`config.mk`:
```
export PLATFORM = sky130hd
export DESIGN_NAME = key_debounce_multi
export DESIGN_NICKNAME = d
export VERILOG_FILES = /design/src/rtl/key_debounce_multi.sv
export SDC_FILE = /design/constraint.sdc
export NUM_CORES = 1
export LEC_CHECK = 0
export CAP_MARGIN = 20
export CORE_MARGIN = 1.5
export CORE_UTILIZATION = 55
export DETAILED_ROUTE_END_ITERATION = 10
export DONT_BUFFER_PORTS = 1
export GPL_TIMING_DRIVEN = 1
export PLACE_DENSITY = 0.72
export SYNTH_ARGS = -nofsm -noshare
export SYNTH_HDL_FRONTEND = slang
export SYNTH_SLANG_ARGS = --single-unit
```
`constraint.sdc`:
```
create_clock -name clk -period 2.6 [get_ports clk]
set_input_delay 0.39 -clock clk [delete_from_list [all_inputs] [get_ports clk]]
set_output_delay 0.39 -clock clk [all_outputs]
set_load 0.01 [all_outputs]
```
`src/rtl/key_debounce_multi.sv`:
```
// Multi-channel key debouncer: 2-flop synchroniser, per-channel stability counter,
// press/release strobes. Define KEY_REPEAT_EN to add per-channel auto-repeat strobes.
module key_debounce_multi #(
    parameter int CHANNELS        = 4,
    parameter int DEBOUNCE_CYCLES = 15_000_000,
    parameter int IDLE_LEVEL      = 1,
    parameter int HOLD_CYCLES     = 50_000_000,
    parameter int REPEAT_CYCLES   = 10_000_000
) (
    input  logic                clk,
    input  logic                rst_n,
    input  logic [CHANNELS-1:0] key_in,
    output logic [CHANNELS-1:0] key_out,
    output logic [CHANNELS-1:0] key_press,
    output logic [CHANNELS-1:0] key_release,
    output logic [CHANNELS-1:0] key_repeat
);

    localparam int CW = $clog2(DEBOUNCE_CYCLES + 1);
    localparam logic [CW-1:0] CNT_LAST = CW'(DEBOUNCE_CYCLES - 1);
    localparam logic [CHANNELS-1:0] IDLE_VEC =
        (IDLE_LEVEL != 0) ? {CHANNELS{1'b1}} : {CHANNELS{1'b0}};

    logic [CHANNELS-1:0] sync1_q, sync1_d;
    logic [CHANNELS-1:0] sync2_q, sync2_d;
    logic [CHANNELS-1:0] key_out_q, key_out_d;
    logic [CHANNELS-1:0] press_q, press_d;
    logic [CHANNELS-1:0] release_q, release_d;
    logic [CW-1:0]       cnt_q [CHANNELS];
    logic [CW-1:0]       cnt_d [CHANNELS];

    always_comb begin
        sync1_d   = key_in;
        sync2_d   = sync1_q;
        key_out_d = key_out_q;
        press_d   = '0;
        release_d = '0;
        for (int i = 0; i < CHANNELS; i++) begin
            cnt_d[i] = cnt_q[i];
            if (sync2_q[i] == key_out_q[i]) begin
                cnt_d[i] = '0;
            end else if (cnt_q[i] == CNT_LAST) begin
                // Accept the new level; the strobe lands in the same cycle key_out shows it.
                key_out_d[i] = sync2_q[i];
                cnt_d[i]     = '0;
                if (sync2_q[i] != IDLE_VEC[i]) press_d[i]   = 1'b1;
                else                           release_d[i] = 1'b1;
            end else begin
                cnt_d[i] = cnt_q[i] + CW'(1);
            end
        end
    end

    always_ff @(posedge clk or negedge rst_n) begin
        if (!rst_n) begin
            sync1_q   <= IDLE_VEC;
            sync2_q   <= IDLE_VEC;
            key_out_q <= IDLE_VEC;
            press_q   <= '0;
            release_q <= '0;
            for (int i = 0; i < CHANNELS; i++) cnt_q[i] <= '0;
        end else begin
            sync1_q   <= sync1_d;
            sync2_q   <= sync2_d;
            key_out_q <= key_out_d;
            press_q   <= press_d;
            release_q <= release_d;
            for (int i = 0; i < CHANNELS; i++) cnt_q[i] <= cnt_d[i];
        end
    end

    assign key_out     = key_out_q;
    assign key_press   = press_q;
    assign key_release = release_q;

`ifdef KEY_REPEAT_EN
    localparam int HW = $clog2(HOLD_CYCLES + 1);
    localparam logic [HW-1:0] HOLD_HIT    = HW'(HOLD_CYCLES);
    localparam logic [HW-1:0] HOLD_RELOAD = HW'(HOLD_CYCLES - REPEAT_CYCLES);

    logic [HW-1:0]       hold_q [CHANNELS];
    logic [HW-1:0]       hold_d [CHANNELS];
    logic [CHANNELS-1:0] repeat_q, repeat_d;

    // hold_q counts cycles since the press cycle; it is zero in the press cycle itself.
    always_comb begin
        repeat_d = '0;
        for (int i = 0; i < CHANNELS; i++) begin
            hold_d[i] = '0;
            if (key_out_q[i] != IDLE_VEC[i]) begin
                if (hold_q[i] + HW'(1) == HOLD_HIT) begin
                    repeat_d[i] = ~release_d[i];
                    hold_d[i]   = HOLD_RELOAD;
                end else begin
                    hold_d[i] = hold_q[i] + HW'(1);
                end
            end
        end
    end

    always_ff @(posedge clk or negedge rst_n) begin
        if (!rst_n) begin
            repeat_q <= '0;
            for (int i = 0; i < CHANNELS; i++) hold_q[i] <= '0;
        end else begin
            repeat_q <= repeat_d;
            for (int i = 0; i < CHANNELS; i++) hold_q[i] <= hold_d[i];
        end
    end

    assign key_repeat = repeat_q;
`else
    assign key_repeat = '0;
`endif

endmodule

```
# After elaboration in Yosys (flattened, before gate mapping)
# Index checks and enable logic that the tools add are counted.
[op_classes]
n_reduce_logical = 4
muxes = 32
addsub = 4
n_eq_ne = 8
bitwise_logic = 4
[ops]
columns = ["op", "n"]
rows = [
  ["$mux 24", 8],
  ["$add 24x1->24 const B", 4],
  ["$eq 24x24->1 const B", 4],
  ["$mux 1", 24],
  ["$reduce_and 2->1", 4],
  ["$eq 1x1->1", 4],
  ["$not 1->1", 4],
]
[totals]
elab_cells = 64
out_inout_bits = 16
reg_bits = 116

# Depth between registers and ports, before layout
[logic_depth]
depth_word = 3
mapped_depth = 7
depth_no_buf = 5

# Worst setup path before layout
# Ideal clock, no wire load.
[synth_path]
path_type = "register to register"
startpoint = "reg cnt_q[72] (netlist name)"
endpoint = "reg cnt_q[90] (netlist name)"
t_arrival_ps = 1843
setup_ps = 78
path_slack_ps = 679
path_stages_with_launch = 8
synth_period_minus_slack_ps = 1921
cell_sequence = "dfrtp_1 -> ha_1 -> buf_2 -> nand4_1 -> or4_1 -> clkbuf_1 -> or3_1 -> a21oi_1"
[synth_lines]
columns = ["element", "line_no", "source"]
rows = [
  ["start: declaration", "29", "logic [CW-1:0] cnt_q [CHANNELS];"],
]

==> impl_metrics.csv <==
group,metric,value,unit
outcome,status,"complete, but fails checks",
outcome,violations,"hold timing",
place,gp_congestion,0.835,
logic_synthesis,seq_area_frac_synth,0.516,
logic_synthesis,synthSimpleGateAreaFrac,0.273,
logic_synthesis,ys_ff_latch,116,
routing,viasPerCell,5.82,
pwr,p_leak,0.00255,uW
clock_tree,clock_path_buffers,2,
pwr,powerDensity,662,nW/um^2
clock_tree,numClockSinks,116,
clock_tree,ctsResizeCount,0,
routing,ant_nets,0,
cells_and_area,final-seq-area,2920,um^2
cells_and_area,area_delta_synth_final,12.6,%
cells_and_area,fillers,753,
timing,rsz0062_at_grt,"no",
setup_path,worstPathRequired,3040,ps
routing,dr.pass1.iters,6,
clock_tree,cts_tree,"done",
logic_synthesis,synth_fa_ha_area_frac,0.00885,
grt,grt_overflow,0,
die,num_rows,36,
timing,finalHoldViolCount,116,
clock_tree,root_buffer,"clkbuf_8",
cells_and_area,drive_above_1_share,0.0911,
logic_synthesis,dominantRegCellSynth,"dfrtp_1",
cells_and_area,final_nets,579,
logic_synthesis,netlist_instances,564,
cells_and_area,n_antenna_cell,0,
logic_synthesis,avgSynthCellArea,10.0,um^2
die,die_area,10900,um^2
logic_synthesis,muxShareOfSynthArea,0.00796,
pwr,total_power,4220,uW
clock_tree,cts_hold_buf,4,
place,post_dp_cell_area,5740,um^2
setup_path,reg2reg_slack,480,ps
logic_synthesis,yosysWarnings,0,
routing,drt_iter0_markers,172,
setup_path,critical_path.max_fanout,8,
routing,drc,0,
clock_tree,htree_levels,4,
min_path,min_path_type,"in -> async",
routing,wire_per_inst,15.1,um
grt,grt_pass1_wl,18900,um
timing,setup-violations-final,0,
place,io_buffers,0,
die,start_util,0.573,
routing,vias,4161,
setup_path,crit_arrival,2570,ps
setup_path,worstSetupPathType,"reg -> reg",
timing,period_share,0.817,
clock_tree,path_clk_slew,60,ps
timing,fin_setup_tns,0,ps
grt,grt_util_all_layers,0.213,
grt,grt_pass1_vias,4159,
setup_path,endpoint_kind,"flip-flop",
cells_and_area,postLayoutCellArea,6370,um^2
routing,drt_wl_total,10800,um
logic_synthesis,synth_compound_area_frac,0.0774,
die,die_height,104,um
logic_synthesis,synth_top_family_by_area,"simple AND/OR/NAND/NOR gates",
setup_path,worstSetupStartpointType,"flip-flop",
logic_synthesis,netlist_area,5660,um^2
timing,finalCriticalPeriod,2120,ps
cells_and_area,layout_common_cells,"dfrtp_1, nor2_1, a21oi_1",
logic_synthesis,yosys.cell_types.count,43,
setup_path,r2r-end,"cnt_q[94]",
timing,report.final.slew_viol_count,0,
timing,fin_skew,4.93,ps
cells_and_area,layout_commonest_cell,"dfrtp_1",
logic_synthesis,async_reset_ff_frac,1.00,
grt,antenna_found_initial,0,
logic_synthesis,synth_edf_count,0,
setup_path,reg2reg_depth,5,
timing,hold_ws,-436,ps
die,pin_count,22,
die,die_w,104,um
cells_and_area,multi_input_area,2580,um^2
place,dpl.hpwl,6970,um
clock_tree,cts_buffers,17,
job,cap_violations,0,
grt,grt_max_degree,117,
pwr,max-vdd-ir-drop,562,uV
timing,worst_pin_slew,633,ps
clock_tree,clk_latency,520,ps
clock_tree,cts_setup_buffers,0,
timing,relSlewSlack,0.574,
timing,fmax,471,MHz
logic_synthesis,synthXorXnorAreaFrac,0.0867,
die,coreArea,9860,um^2
setup_path,rr_startpoint,"cnt_q[72]",
==> power breakdown <==
part	internal [uW]	switching [uW]
Sequential	1830	22.5
Combinational	28.5	44.5
Clock	1500	786
==> logic make-up (layout without fill, tap and decap cells) <==
| group | after synthesis | count (layout) |
|---|---|---|
| buffers and inverters | 37 | 52 |
| multiplexers | 4 | 4 |
| other | 1 | 4 |
| XOR/XNOR | 56 | 56 |
| flip-flops | 116 | 116 |
| adder cells (fa/ha/maj) | 4 | 4 |
| AO/OA/AOI/OAI | 76 | 76 |
| AND/OR/NAND/NOR | 270 | 270 |
==> flip-flops by register name, indices dropped and copies added (netlist names) <==
name         cells
cnt_q           96
sync1_q          4
key_press        4
key_release      4
sync2_q          4
key_out          4
==> cells in the mapped netlist, types with 7 or more instances <==
cell	instances	area (um^2)
a21oi_1	35	175
and2_1	7	43.8
and3_1	15	93.8
and4_1	13	114
clkbuf_1	14	52.6
dfrtp_1	104	2600
dfstp_2	12	315
inv_1	11	41.3
nand2_1	30	113
nand3_1	34	170
nand4_1	28	175
nor2_1	63	236
nor3b_1	8	60.1
nor4_1	9	56.3
o21ai_0	18	90.1
o31ai_1	16	120
or3_1	16	100
or4_1	24	180
xnor2_1	24	210
xor2_1	32	280
==> through the flow <==
| step | worst slack, ps | instances | util |
|---|---|---|---|
| 2_1_floorplan | 679 | 567 | - |
| 3_3_place_gp | 589 | 679 | 0.582 |
| 3_5_place_dp | 495 | 679 | 0.582 |
| 4_1_cts | 495 | 715 | 0.645 |
| 5_1_grt | 321 | 715 | 0.645 |
| 6_report | 475 | 715 | 0.645 |
==> metal layers <==
layer | share of wire | vias to the layer above | GRT usage
li1 | - | 2057 | -
met1 | 0.47 | 2021 | 0.273
met2 | 0.48 | 66 | 0.340
met3 | 0.037 | 17 | 0.0614
met4 | 0.014 | 0 | 0.0863
met5 | 0 | - | 0
==> worst max-delay path, cell delays in order, from the launching register on <==
cell and delay (ps):
dfrtp_1 430, ha_1 340, nand4_1 150, or4_1 630, or3_1 350, a21oi_1 150
==> area by class of cell <==
class,instances,area share
clock buffer,22,0.0711
clock inverter,10,0.0204
inverter,11,0.00648
multi-input combinational,414,0.405
sequential,116,0.458
tap,133,0.0261
timing repair buffer,9,0.0122
==> how the worst max path moves through the flow <==
stage          slack, ps  depth (start not counted)  startpoint   endpoint
2_1_floorplan        680                          7   cnt_q[72]  cnt_q[90]
3_3_place_gp         590                          5   cnt_q[72]  cnt_q[94]
3_5_place_dp         490                          5   cnt_q[72]  cnt_q[94]
4_1_cts              490                          5   cnt_q[72]  cnt_q[94]
5_1_grt              320                          5   cnt_q[72]  cnt_q[90]
6_report             480                          5   cnt_q[72]  cnt_q[94]
(Power assumes the default switching activity.)
